File: src/rtl/cpu_mul_seq.sv
// -----------------------------------------------------------------------------
// cpu_mul_seq
//   Two-pass sequencer around the 32x32 multiplier cell (cpu_mult_cell).
//   The cell returns a_lo*b_lo + ((a_hi*b_lo) << 16) one cycle after its
//   operands are presented, i.e. it leaves out the a_lo*b_hi cross term.
//   This block runs pass 1 with the full operands, then (unless b_hi is zero
//   and EARLY_OUT is set) runs pass 2 with {0,a_lo} x {0,b_hi} and adds the
//   low half of that product into the upper half of the pass-1 product.
//   The result is the low 32 bits of A*B (sign-agnostic).
//
// Parameters
//   EARLY_OUT          1: skip pass 2 when src2[31:16] == 0
//
// Ports
//   clk                clock, rising edge
//   reset              asynchronous, active-high reset
//   start              request, sampled only while busy == 0
//   src1, src2         operands, captured on an accepted start
//   flush              abort the operation in flight (wins over start)
//   busy               high whenever the sequencer is not idle
//   result_valid       one-cycle pulse marking a fresh result
//   result             low 32 bits of A*B, held until the next load
//   M_mul_src1/2       operands driven to the multiplier cell
//   M_mul_cell_result  cell product for operands presented one cycle earlier
// -----------------------------------------------------------------------------
module cpu_mul_seq #(
  parameter bit EARLY_OUT = 1'b1
) (
  input  logic        clk,
  input  logic        reset,
  input  logic        start,
  input  logic [31:0] src1,
  input  logic [31:0] src2,
  input  logic        flush,
  output logic        busy,
  output logic        result_valid,
  output logic [31:0] result,
  output logic [31:0] M_mul_src1,
  output logic [31:0] M_mul_src2,
  input  logic [31:0] M_mul_cell_result
);

  typedef enum logic [1:0] {
    S_IDLE   = 2'd0,
    S_ISSUE1 = 2'd1,
    S_ISSUE2 = 2'd2,
    S_FINISH = 2'd3
  } state_t;

  state_t      r_state;
  state_t      w_next;
  logic [31:0] r_a;
  logic [31:0] r_b;
  logic [31:0] r_acc;
  logic [31:0] r_result;
  logic        r_valid;

  logic        w_cap;
  logic        w_acc_en;
  logic        w_load;
  logic [31:0] w_load_val;
  logic [31:0] w_src1;
  logic [31:0] w_src2;

  // Fold the pass-2 cross product into the upper half of the pass-1 product;
  // anything above bit 31 falls off, which is exactly the low-32 wrap.
  function automatic logic [31:0] f_accum(input logic [31:0] acc,
                                          input logic [15:0] cross_lo);
    return acc + {cross_lo, 16'h0000};
  endfunction

  always_comb begin
    w_next     = r_state;
    w_cap      = 1'b0;
    w_acc_en   = 1'b0;
    w_load     = 1'b0;
    w_load_val = 32'h0;
    w_src1     = 32'h0;
    w_src2     = 32'h0;
    case (r_state)
      S_IDLE: begin
        if (start && !flush) begin
          w_cap  = 1'b1;
          w_next = S_ISSUE1;
        end
      end
      S_ISSUE1: begin
        w_src1 = r_a;
        w_src2 = r_b;
        w_next = S_ISSUE2;
      end
      S_ISSUE2: begin
        w_acc_en = 1'b1;
        if (EARLY_OUT && (r_b[31:16] == 16'h0000)) begin
          // Cross term is zero, so the pass-1 product is already final.
          w_load     = 1'b1;
          w_load_val = M_mul_cell_result;
          w_next     = S_IDLE;
        end else begin
          w_src1 = {16'h0000, r_a[15:0]};
          w_src2 = {16'h0000, r_b[31:16]};
          w_next = S_FINISH;
        end
      end
      S_FINISH: begin
        w_load     = 1'b1;
        w_load_val = f_accum(r_acc, M_mul_cell_result[15:0]);
        w_next     = S_IDLE;
      end
      default: w_next = S_IDLE;
    endcase
    // Abort: drop whatever load was pending and fall back to idle.
    if (flush) begin
      w_next   = S_IDLE;
      w_acc_en = 1'b0;
      w_load   = 1'b0;
    end
  end

  always_ff @(posedge clk or posedge reset) begin
    if (reset) begin
      r_state  <= S_IDLE;
      r_valid  <= 1'b0;
      r_a      <= 32'h0;
      r_b      <= 32'h0;
      r_acc    <= 32'h0;
      r_result <= 32'h0;
    end else begin
      r_state <= w_next;
      r_valid <= w_load;
      if (w_cap) begin
        r_a <= src1;
        r_b <= src2;
      end
      if (w_acc_en) begin
        r_acc <= M_mul_cell_result;
      end
      if (w_load) begin
        r_result <= w_load_val;
      end
    end
  end

  assign busy         = (r_state != S_IDLE);
  assign result_valid = r_valid;
  assign result       = r_result;
  assign M_mul_src1   = w_src1;
  assign M_mul_src2   = w_src2;

endmodule

File: config.mk
export PLATFORM = sky130hd
export DESIGN_NAME = cpu_mul_seq
export DESIGN_NICKNAME = d
export VERILOG_FILES = /design/src/rtl/cpu_mul_seq.sv
export SDC_FILE = /design/constraint.sdc
export NUM_CORES = 1
export LEC_CHECK = 0
export CORE_ASPECT_RATIO = 1.2
export CORE_MARGIN = 2
export CORE_UTILIZATION = 51
export CTS_CLUSTER_DIAMETER = 150
export CTS_CLUSTER_SIZE = 20
export DETAILED_ROUTE_END_ITERATION = 8
export GPL_TIMING_DRIVEN = 0
export PLACE_DENSITY = 0.88
export SYNTH_ARGS = -nofsm -noshare
export SYNTH_HDL_FRONTEND = slang
export SYNTH_SLANG_ARGS = --single-unit
File: constraint.sdc
create_clock -name clk -period 13.9 [get_ports clk]
set_input_delay 3.475 -clock clk [delete_from_list [all_inputs] [get_ports clk]]
set_output_delay 3.475 -clock clk [all_outputs]
set_load 0.005 [all_outputs]
# After elaboration in Yosys (flattened, before gate mapping)
# Index checks and enable logic that the tools add are counted.
# Widths: inputs -> output; s select.
# totals
regBits,131
rom_bits,0
mem_count,0
wordCells,33
ram_bits,0
latch_bits,0
output_inout_bits,98
# op_classes
magnitude_cmp,0
mux,17
eq_ne,4
multipliers,0
addsub,1
shift,0
div_mod_pow,0
bitwise_logic,0
n_reduce_logical,5
# ops
cell,n
$pmux 32 s2,3
$add 32x32->32,1
$mux 16,2
$mux 32,1
$logic_not 16->1,1
$pmux 2 s4,1
$mux 1,6
$mux 2,3
$eq 2x2->1 const B,2
$ne 3x3->1 const B,1
$eq 2x1->1 const B,1
$logic_not 2->1,1
$pmux 1 s2,1
$reduce_bool 2->1,1
$logic_and 1x1->1,1
$logic_not 1->1,1

# Logic depth before layout (Yosys ltp)
# Gate-level depths: netlist of run 1.
# depth
word_depth,5
depth_mapped,9
ltp_nobuf,8

# Least setup slack after synthesis of run 1
# Ideal clock, no wire load.
# synth_path
path_type,input -> register
from,in M_mul_cell_result[0]
to,"reg r_result[30], in the netlist result[30]"
required_ns,13.773
t_arrival_ns,5.236
setup_ns,0.127
cell_stages,8
path_slack_ns,8.536
cell_sequence,ha_1 > fa_1 > a21o_1 > a221oi_2 > o21ai_2 > a41oi_2 > mux2i_1 > nand2_1
# synth_via
elab_chain_cells,2
# synth_rtl
element,line,source
from (decl),40,input logic [31:0] M_mul_cell_result
$add 32x32->32,69,"return acc + {cross_lo, 16'h0000};"
$pmux 32 s2,80,case (r_state)
to (signal assigned),139,r_result <= w_load_val;
to (decl),55,logic [31:0] r_result;
# Every way passes these cells.
# A chain may end at the register's enable or synchronous reset.

# Final worst setup path of run 1
# layout_path
from,reg r_state[1]
to,out M_mul_src1[18]
# layout_via
elab_chain_cells,2
elab_cells_between_ends,3
classes_between,2 x eq/ne; 1 x mux
# layout_rtl
element,line,source
from (decl),50,state_t r_state;
from (signal assigned),129,r_state <= w_next;
$eq 2x2->1 / $eq 2x1->1 (equally long branches),80,
$pmux 32 s2 (*),80,
to (decl),38,"output logic [31:0] M_mul_src1,"
# Mark *: on every way between the ends. The rest lies on a longest branch, timed or not.

==> run_results.csv, run 1 <==
group,metric,value,unit
place,io_buffers,197,
job,cap_violations,0,
routing,vias,5349,
finish,drive_gt1_share,21.9,%
global_routing,grt_pass1_vias,5839,
place,hpwl,14.1,mm
global_routing,grt_pass1_wl,30.2,mm
worst_setup_path,required,10430,ps
pwr,power.leakage,0.00390,uW
synthesis,async_reset_ff_share,100,%
routing,drc_errors,0,
hold_path,hp-class,"reg -> reg",
place,place.gp.congestion,0.888,
worst_setup_path,crit_fanout,10,
clock_network,post-cts-setup-buffers,0,
finish,ff_latch_area,3280,um^2
timing,tightest_slew,676,ps
global_routing,grt_overflow,0,
synthesis,synth-seq-area-share,49.7,%
finish,syn_to_final_growth,42.4,%
synthesis,synth_nets,676,
finish,layout_common_cells,"clkdlybuf4s50_1 (197), dfrtp_1 (131), mux2_2 (96)",
pwr,peakVddDrop,0.0949,mV
routing,ant_nets,0,
worst_setup_path,end_kind,"output port",
clock_network,root_buffer,"clkbuf_16",
routing,wl,18.9,mm
timing,finalMaxSlewViolations,0,
global_routing,antenna_found_initial,0,
timing,fmax,160,MHz
routing,dr.pass1.iters,5,
routing,wl_per_cell,19.9,um
synthesis,synthCells,555,
floorplanning,die-height,129,um
synthesis,yosys_warnings,0,
timing,fin_crit,6240,ps
worst_setup_path,cp.arrival,2770,ps
synthesis,synth_ff_type,"dfrtp_1",
routing,drtIter0Drc,324,
timing,hold_violations,0,
finish,final_common_cell,"clkdlybuf4s50_1",
finish,nFillCells,805,
finish,multi_input_area,3110,um^2
floorplanning,ios,198,
clock_network,cts-buffers-inserted,17,
place,placed_area,8810,um^2
synthesis,syn_area,6600,um^2
floorplanning,die-area,13900,um^2
finish,diodes,0,
routing,viasPerCell,5.64,
synthesis,synth.largest_area_cell,"dfrtp_1",
timing,fin_tns_setup,0,ps
timing,rsz0062_at_grt,"false",
synthesis,ys_types,54,
clock_network,clk_latency,410,ps
synthesis,synth.area.top_cells,"dfrtp_1 (50%), mux2_2 (16%), a22oi_1 (4.0%), and2_1 (3.8%), ha_1 (3.8%)",
clock_network,cts_tree,"yes",
pwr,powerDensity,182,nW/um^2
global_routing,grt_usage,28.6,%
clock_network,ctsHoldBuffers,0,
clock_network,clkTransAtPathRegs,60,ps
timing,fin_crit_sh,44.9,%
timing,clock_skew,8.64,ps
clock_network,cts_buffer_depth,2,
clock_network,h-tree-depth,4,
floorplanning,core,12700,um^2
floorplanning,start_util,52.1,%
synthesis,avgSynthCellArea,11.9,um^2
worst_setup_path,startpoint_type,"register",
global_routing,grt_max_degree,68,
clock_network,cts_sinks,131,
finish,nNetsFinal,893,
finish,finalInstanceArea,9400,um^2
synthesis,ys_ff_latch,131,
clock_network,ctsResizeCount,0,
timing,slew_headroom,55.0,%
floorplanning,placementRows,45,
floorplanning,die_x,108,um
synthesis,synth_top_area_share,49.7,%
timing,setup_viol,0,
synthesis,synth-edff-count,0,
worst_setup_path,critPathKind,"reg -> out",
status,status,"finished clean",
[layout make-up]
cell class	instances	area share (%)
plain buffers	32	1.89
clock inverters	9	1.09
multi-input cells	383	33.1
flip-flops and latches	131	34.9
repair buffers	198	21.3
inverters	9	0.413
clock buffers	23	5.19
well taps	164	2.18
[path summary, 6_finish.rpt]
kind                                   startpoint                     end  slack [ps]  depth (start not counted)
max                        r_state[1]$_DFFE_PP0P_          M_mul_src1[18]        7660                          6
min                         result[1]$_DFFE_PP0P_   result[1]$_DFFE_PP0P_         490                          2
max reg2reg                 r_acc[16]$_DFFE_PP0P_  result[30]$_DFFE_PP0P_       11390                          8
min reg2reg                 result[1]$_DFFE_PP0P_   result[1]$_DFFE_PP0P_         490                          2
max in group asynchronous                   reset   result[5]$_DFFE_PP0P_        9660                          3
min in group asynchronous                   reset     r_a[29]$_DFFE_PP0P_        3530                          2
[power breakdown]
group	leakage [uW]	switching, uW	internal [uW]
Combinational	0.00203	267	368
Clock	0.000285	163	282
Sequential	0.00159	103	532
[cells in the mapped netlist (2+ instances only)]
| cell type | n |
|---|---|
| mux2_2 | 96 |
| o21ai_1 | 20 |
| a221oi_1 | 9 |
| xor2_1 | 5 |
| and2_1 | 40 |
| a21oi_1 | 13 |
| nor3_1 | 2 |
| a211oi_1 | 2 |
| nand2_1 | 27 |
| a22oi_1 | 35 |
| clkbuf_1 | 13 |
| o21ai_0 | 6 |
| nor2_1 | 23 |
| nor4_2 | 4 |
| dfrtp_1 | 131 |
| nand4_1 | 3 |
| o211ai_1 | 2 |
| buf_1 | 3 |
| ha_1 | 20 |
| and2_4 | 10 |
| xnor2_1 | 8 |
| buf_2 | 10 |
| and3_1 | 3 |
| a41oi_2 | 2 |
| inv_1 | 8 |
| a221oi_2 | 2 |
| buf_6 | 6 |
| nor3b_1 | 3 |
| a21o_1 | 7 |
| nor2b_1 | 18 |
[registers in the layout, indices dropped and copies added (netlist names)]
name	cells
result	32
r_state	2
r_b	32
r_a	32
result_valid	1
r_acc	32
[critical path: stages (launching register included)]
cell and delay, ps:
dfrtp_1 420, inv_1 120, ha_1 250, clkbuf_1 380, clkbuf_1 420, and2_1 220
clkdlybuf4s50_1 550
[cell families after synthesis]
| logic type | synth area share [%] |
|---|---|
| buffers and inverters | 3.20 |
| AO/OA/AOI/OAI | 12.5 |
| flip-flops | 49.7 |
| adder cells (fa/ha/maj) | 4.09 |
| AND/OR/NAND/NOR | 12.2 |
| multiplexers | 16.5 |
| XOR/XNOR | 1.73 |
[metrics by stage]
stage	std cells	utilization (%)	hold WS, ps	setup WS [ps]	power, uW
after floorplan	555	-	471	6930	981
after global placement	916	69.3	467	5300	1230
after detailed placement	917	69.5	476	7790	1270
after CTS	949	74.2	489	7620	1720
after global routing	949	74.2	514	7540	1810
final	949	74.2	489	7660	1720
[routing by layer]
metal  vias to the layer above  share of wire, %  track usage (%)
met5                         -                 0                0
met1                      2665                38             32.1
met4                         0               2.6             10.4
met3                        39               8.0             9.73
met2                       216                52             50.4
li1                       2429                 -                -
(Power assumes the default switching activity.)
==> run 2, diff against run 1 <==
--- a/config.mk
+++ b/config.mk
@@ -7,12 +7,12 @@
 export LEC_CHECK = 0
 export CORE_ASPECT_RATIO = 1.2
 export CORE_MARGIN = 2
-export CORE_UTILIZATION = 51
+export CORE_UTILIZATION = 43
 export CTS_CLUSTER_DIAMETER = 150
 export CTS_CLUSTER_SIZE = 20
 export DETAILED_ROUTE_END_ITERATION = 8
 export GPL_TIMING_DRIVEN = 0
-export PLACE_DENSITY = 0.88
+export PLACE_DENSITY = 0.79
 export SYNTH_ARGS = -nofsm -noshare
 export SYNTH_HDL_FRONTEND = slang
 export SYNTH_SLANG_ARGS = --single-unit
==> constraint.sdc (replaced) <==
create_clock -name clk -period 5.5 [get_ports clk]
set_input_delay 1.375 -clock clk [delete_from_list [all_inputs] [get_ports clk]]
set_output_delay 1.375 -clock clk [all_outputs]
set_load 0.005 [all_outputs]
==> run_results.csv, run 2 (synthesis gave the netlist of run 1 again) <==
group,metric,value,unit
place,io_buffers,197,
routing,wl_per_cell,19.2,um
routing,dr.pass1.iters,5,
worst_setup_path,crit_fanout,10,
finish,finalInstanceArea,9560,um^2
timing,hold_violations,0,
finish,multi_input_area,3110,um^2
clock_network,ctsHoldBuffers,0,
place,placed_area,8860,um^2
finish,nFillCells,1188,
clock_network,post-cts-setup-buffers,0,
global_routing,grt_pass1_vias,5834,
worst_setup_path,reg2reg_to,"result[30]$_DFFE_PP0P_",
finish,nNetsFinal,893,
clock_network,root_buffer,"clkbuf_16",
worst_setup_path,critPathKind,"reg -> out",
timing,clock_skew,5.20,ps
worst_setup_path,cp.arrival,2710,ps
finish,final_common_cell,"clkdlybuf4s50_1",
clock_network,cts-buffers-inserted,17,
clock_network,cts_tree,"yes",
finish,drive_gt1_share,22.1,%
worst_setup_path,regToRegSetupSlack,2970,ps
floorplanning,start_util,43.9,%
routing,vias,5322,
worst_setup_path,required,4120,ps
timing,fmax,245,MHz
routing,viasPerCell,5.39,
worst_setup_path,cp-startpoint,"r_state[1]$_DFFE_PP0P_",
worst_setup_path,end_kind,"output port",
global_routing,grt_max_degree,73,
place,dp_slack,1480,ps
routing,ant_nets,0,
place,place.gp.congestion,0.937,
floorplanning,placementRows,49,
finish,layout_common_cells,"clkdlybuf4s50_1 (197), dfrtp_1 (131), mux2_2 (96)",
timing,slew_headroom,53.2,%
finish,ff_latch_area,3280,um^2
timing,fin_crit_sh,74.3,%
pwr,peakVddDrop,0.242,mV
floorplanning,die-height,140,um
worst_setup_path,reg2reg_from,"r_acc[16]$_DFFE_PP0P_",
floorplanning,core,15000,um^2
timing,finalMaxSlewViolations,0,
routing,drtIter0Drc,275,
timing,setup_viol,0,
hold_path,hp-class,"reg -> reg",
routing,drc_errors,0,
timing,rsz0062_at_grt,"false",
global_routing,grt_overflow,0,
clock_network,cts_buffer_depth,2,
status,status,"finished clean",
routing,wl,19.0,mm
clock_network,ctsResizeCount,0,
clock_network,h-tree-depth,4,
worst_setup_path,startpoint_type,"register",
job,cap_violations,0,
finish,utilization,63.7,%
timing,fin_crit,4090,ps
place,hpwl,14.0,mm
global_routing,grt_usage,24.1,%
timing,setup_slack,1410,ps
worst_setup_path,worst_r2r_path_depth,8,
clock_network,clkTransAtPathRegs,60,ps
finish,syn_to_final_growth,44.9,%
pwr,power,4560,uW
worst_setup_path,critPathCapture,"M_mul_src2[30]",
global_routing,antenna_found_initial,0,
pwr,power.leakage,0.00395,uW
finish,diodes,0,
timing,tightest_slew,702,ps
timing,fin_tns_setup,0,ps
floorplanning,die-area,16400,um^2
global_routing,grt_pass1_wl,30.4,mm
floorplanning,die_x,117,um
floorplanning,ios,198,
clock_network,cts_sinks,131,
clock_network,clk_latency,420,ps
pwr,powerDensity,477,nW/um^2
==> run 2: changes by cell type in the layout (fill, tap and decap cells not counted) <==
cell / before / now
clkbuf_1: 15 / 13
inv_6: 1 / 2
clkinvlp_4: 3 / 2
clkinv_2: 4 / 0
clkbuf_8: 4 / 2
clkinv_4: 0 / 2
bufinv_16: 2 / 7
==> run 2: power breakdown <==
part / leakage [uW] / switching [uW] / internal, uW
combinational: 0.00203 / 686 / 932
clock: 0.000336 / 438 / 920
sequential: 0.00159 / 241 / 1340
total: 0.00395 / 1360 / 3190
==> run 2: cell type report <==
class,instances,share of cell area (%)
inverters,9,0.406
repair buffers,198,20.9
clock buffers,19,4.74
plain buffers,32,1.86
multi-input cells,383,32.5
flip-flops and latches,131,34.3
clock inverters,12,2.63
well taps,204,2.67
==> run 2: metal layers <==
metal | global-route usage [%] | vias up | wire (um)
met4 | 9.91 | 0 | 527
met5 | 0 | - | 0
met3 | 8.49 | 42 | 1650
met2 | 41.0 | 254 | 9700
met1 | 27.1 | 2602 | 7090
li1 | - | 2424 | -
==> run 2: metrics by stage <==
step,hold slack (ps),std cells
after floorplan,471,555
after global placement,467,956
after detailed placement,478,957
after CTS,492,988
after global routing,504,988
final,487,988
==> run 2: how the worst min path moves through the flow <==
stage	from	end	slack, ps	cells past startpoint
finish	result[7]$_DFFE_PP0P_	result[7]$_DFFE_PP0P_	490	2
global route	r_a[5]$_DFFE_PP0P_	r_a[5]$_DFFE_PP0P_	500	1
CTS	result[5]$_DFFE_PP0P_	result[5]$_DFFE_PP0P_	490	2
detailed placement	result[5]$_DFFE_PP0P_	result[5]$_DFFE_PP0P_	480	2
global placement	result[7]$_DFFE_PP0P_	result[7]$_DFFE_PP0P_	470	2
floorplan	r_a[0]$_DFFE_PP0P_	r_a[0]$_DFFE_PP0P_	470	1
==> run 2: worst max-delay path, cell delays in order, from the launching register on <==
cell	delay (ps)
dfrtp_1	430
inv_1	130
ha_1	230
clkbuf_1	420
clkbuf_1	360
and2_1	190
clkdlybuf4s50_1	530
==> run 3, diff against run 2 <==
--- a/config.mk
+++ b/config.mk
@@ -7,12 +7,12 @@
 export LEC_CHECK = 0
 export CORE_ASPECT_RATIO = 1.2
 export CORE_MARGIN = 2
-export CORE_UTILIZATION = 43
+export CORE_UTILIZATION = 48
 export CTS_CLUSTER_DIAMETER = 150
 export CTS_CLUSTER_SIZE = 20
 export DETAILED_ROUTE_END_ITERATION = 8
 export GPL_TIMING_DRIVEN = 0
-export PLACE_DENSITY = 0.79
+export PLACE_DENSITY = 0.83
 export SYNTH_ARGS = -nofsm -noshare
 export SYNTH_HDL_FRONTEND = slang
 export SYNTH_SLANG_ARGS = --single-unit
==> constraint.sdc (replaced) <==
create_clock -name clk -period 3.9 [get_ports clk]
set_input_delay 0.975 -clock clk [delete_from_list [all_inputs] [get_ports clk]]
set_output_delay 0.975 -clock clk [all_outputs]
set_load 0.005 [all_outputs]
==> run_results.csv, run 3 (synthesis gave the netlist of run 1 again) <==
group,metric,value,unit
status,status,"finished clean",
place,hpwl,14.3,mm
floorplanning,die_x,111,um
worst_setup_path,slowest_delay,560,ps
clock_network,clkTransAtPathRegs,50,ps
finish,finalInstanceArea,9470,um^2
floorplanning,ios,198,
finish,multi_input_area,3110,um^2
global_routing,antenna_found_initial,1,
clock_network,cts-buffers-inserted,17,
finish,diodes,0,
worst_setup_path,startpoint_type,"register",
place,placed_area,8850,um^2
routing,drtIter0Drc,280,
worst_setup_path,regToRegSetupSlack,1360,ps
floorplanning,die-area,14700,um^2
floorplanning,die-height,132,um
timing,fmax,269,MHz
hold_path,hp-class,"reg -> reg",
clock_network,root_buffer,"clkbuf_16",
pwr,peakVddDrop,0.367,mV
clock_network,ctsHoldBuffers,0,
floorplanning,placementRows,46,
pwr,power.leakage,0.00394,uW
place,io_buffers,197,
timing,fin_tns_setup,0,ps
place,place.gp.congestion,0.903,
global_routing,grt_pass1_wl,31.0,mm
worst_setup_path,cp_slowest_cell,"clkdlybuf4s50_1",
worst_setup_path,crit_path_frequent_cell,"clkbuf_1",
global_routing,grt_overflow,0,
finish,final_common_cell,"clkdlybuf4s50_1",
clock_network,ctsResizeCount,0,
worst_setup_path,worst_r2r_path_depth,8,
routing,drc_errors,0,
timing,fin_crit_sh,95.2,%
timing,clock_skew,9.96,ps
finish,ff_latch_area,3280,um^2
clock_network,cts_buffer_depth,2,
worst_setup_path,crit_fanout,10,
worst_setup_path,reg2reg_from,"r_acc[16]$_DFFE_PP0P_",
timing,finalMaxSlewViolations,0,
finish,layout_common_cells,"clkdlybuf4s50_1 (197), dfrtp_1 (131), mux2_2 (96)",
worst_setup_path,critPathKind,"reg -> out",
timing,hold_violations,0,
timing,fin_crit,3710,ps
global_routing,grt_pass1_vias,5818,
timing,slew_headroom,56.5,%
floorplanning,start_util,49.4,%
routing,wl_per_cell,20.1,um
finish,nNetsFinal,895,
clock_network,cts_tree,"yes",
routing,wl,19.2,mm
pwr,powerDensity,654,nW/um^2
routing,ant_nets,0,
worst_setup_path,cp.arrival,2740,ps
clock_network,cts_sinks,131,
routing,dr.pass1.iters,5,
timing,tightest_slew,652,ps
clock_network,clk_latency,420,ps
worst_setup_path,required,2920,ps
global_routing,grt_max_degree,43,
hold_path,whs_path_depth,2,
global_routing,grt_usage,26.8,%
worst_setup_path,end_kind,"output port",
finish,drive_gt1_share,22.1,%
hold_path,hold_path_end,"result[10]$_DFFE_PP0P_",
routing,viasPerCell,5.64,
floorplanning,core,13400,um^2
routing,vias,5383,
timing,rsz0062_at_grt,"false",
timing,setup_viol,0,
worst_setup_path,cp_cell_sequence,"inv_1 > ha_1 > clkbuf_1 > clkbuf_1 > and2_1 > clkdlybuf4s50_1",
clock_network,h-tree-depth,4,
worst_setup_path,reg2reg_to,"result[30]$_DFFE_PP0P_",
finish,nFillCells,924,
job,cap_violations,0,
clock_network,post-cts-setup-buffers,0,
finish,syn_to_final_growth,43.5,%
hold_path,hp-start,"result[10]$_DFFE_PP0P_",
==> run 3: area by class of cell <==
type                    instances  share of cell area [%]
flip-flops and latches        131                    34.6
clock buffers                  25                    5.34
clock inverters                 7                    1.27
plain buffers                  32                    1.89
inverters                       9                   0.396
multi-input cells             383                    32.8
repair buffers                200                    21.5
well taps                     168                    2.22
==> run 3: how the worst max path moves through the flow <==
| stage | from | to | slack, ps | depth (start not counted) |
|---|---|---|---|---|
| after global placement | reset | r_b[26]$_DFFE_PP0P_ | 170 | 2 |
| after floorplan | M_mul_cell_result[0] | result[30]$_DFFE_PP0P_ | 1040 | 8 |
| after CTS | r_state[1]$_DFFE_PP0P_ | M_mul_src1[20] | 100 | 6 |
| after detailed placement | M_mul_cell_result[0] | result[30]$_DFFE_PP0P_ | 290 | 9 |
| final | r_state[1]$_DFFE_PP0P_ | M_mul_src1[28] | 190 | 6 |
| after global routing | r_state[1]$_DFFE_PP0P_ | M_mul_src1[28] | 40 | 6 |
==> run 3: routing by layer <==
layer,vias up,part of all wire [%],GRT usage [%]
li1,2431,-,-
met1,2649,38,30.9
met2,257,50,45.5
met3,44,9.3,9.94
met4,2,2.9,10.2
met5,-,0.068,0
==> run 3: power breakdown <==
| group | switching (uW) | leakage (uW) | total (uW) | internal (uW) |
|---|---|---|---|---|
| combinational | 961 | 0.00205 | 2280 | 1320 |
| sequential | 361 | 0.00159 | 2260 | 1890 |
| clock | 575 | 0.000304 | 1670 | 1090 |
==> run 3: through the flow <==
| stage | hold WS, ps | setup slack [ps] | util (%) | total power (uW) | std cells |
|---|---|---|---|---|---|
| final | 489 | 186 | 70.9 | 6200 | 955 |
| after global routing | 517 | 43.6 | 70.9 | 6540 | 955 |
| after CTS | 496 | 101 | 70.9 | 6210 | 955 |
| after detailed placement | 484 | 293 | 66.2 | 4510 | 923 |
| after global placement | 467 | 168 | 65.8 | 4390 | 920 |
| after floorplan | 471 | 1040 | - | 3500 | 555 |
==> run 3: critical path, delay by kind of cell, from the launching register on <==
family | cells | cell delay (ps)
adders and majority gates | 1 | 280
DFF | 1 | 420
and+or+nand+nor | 1 | 180
buffers and inverters | 4 | 1440
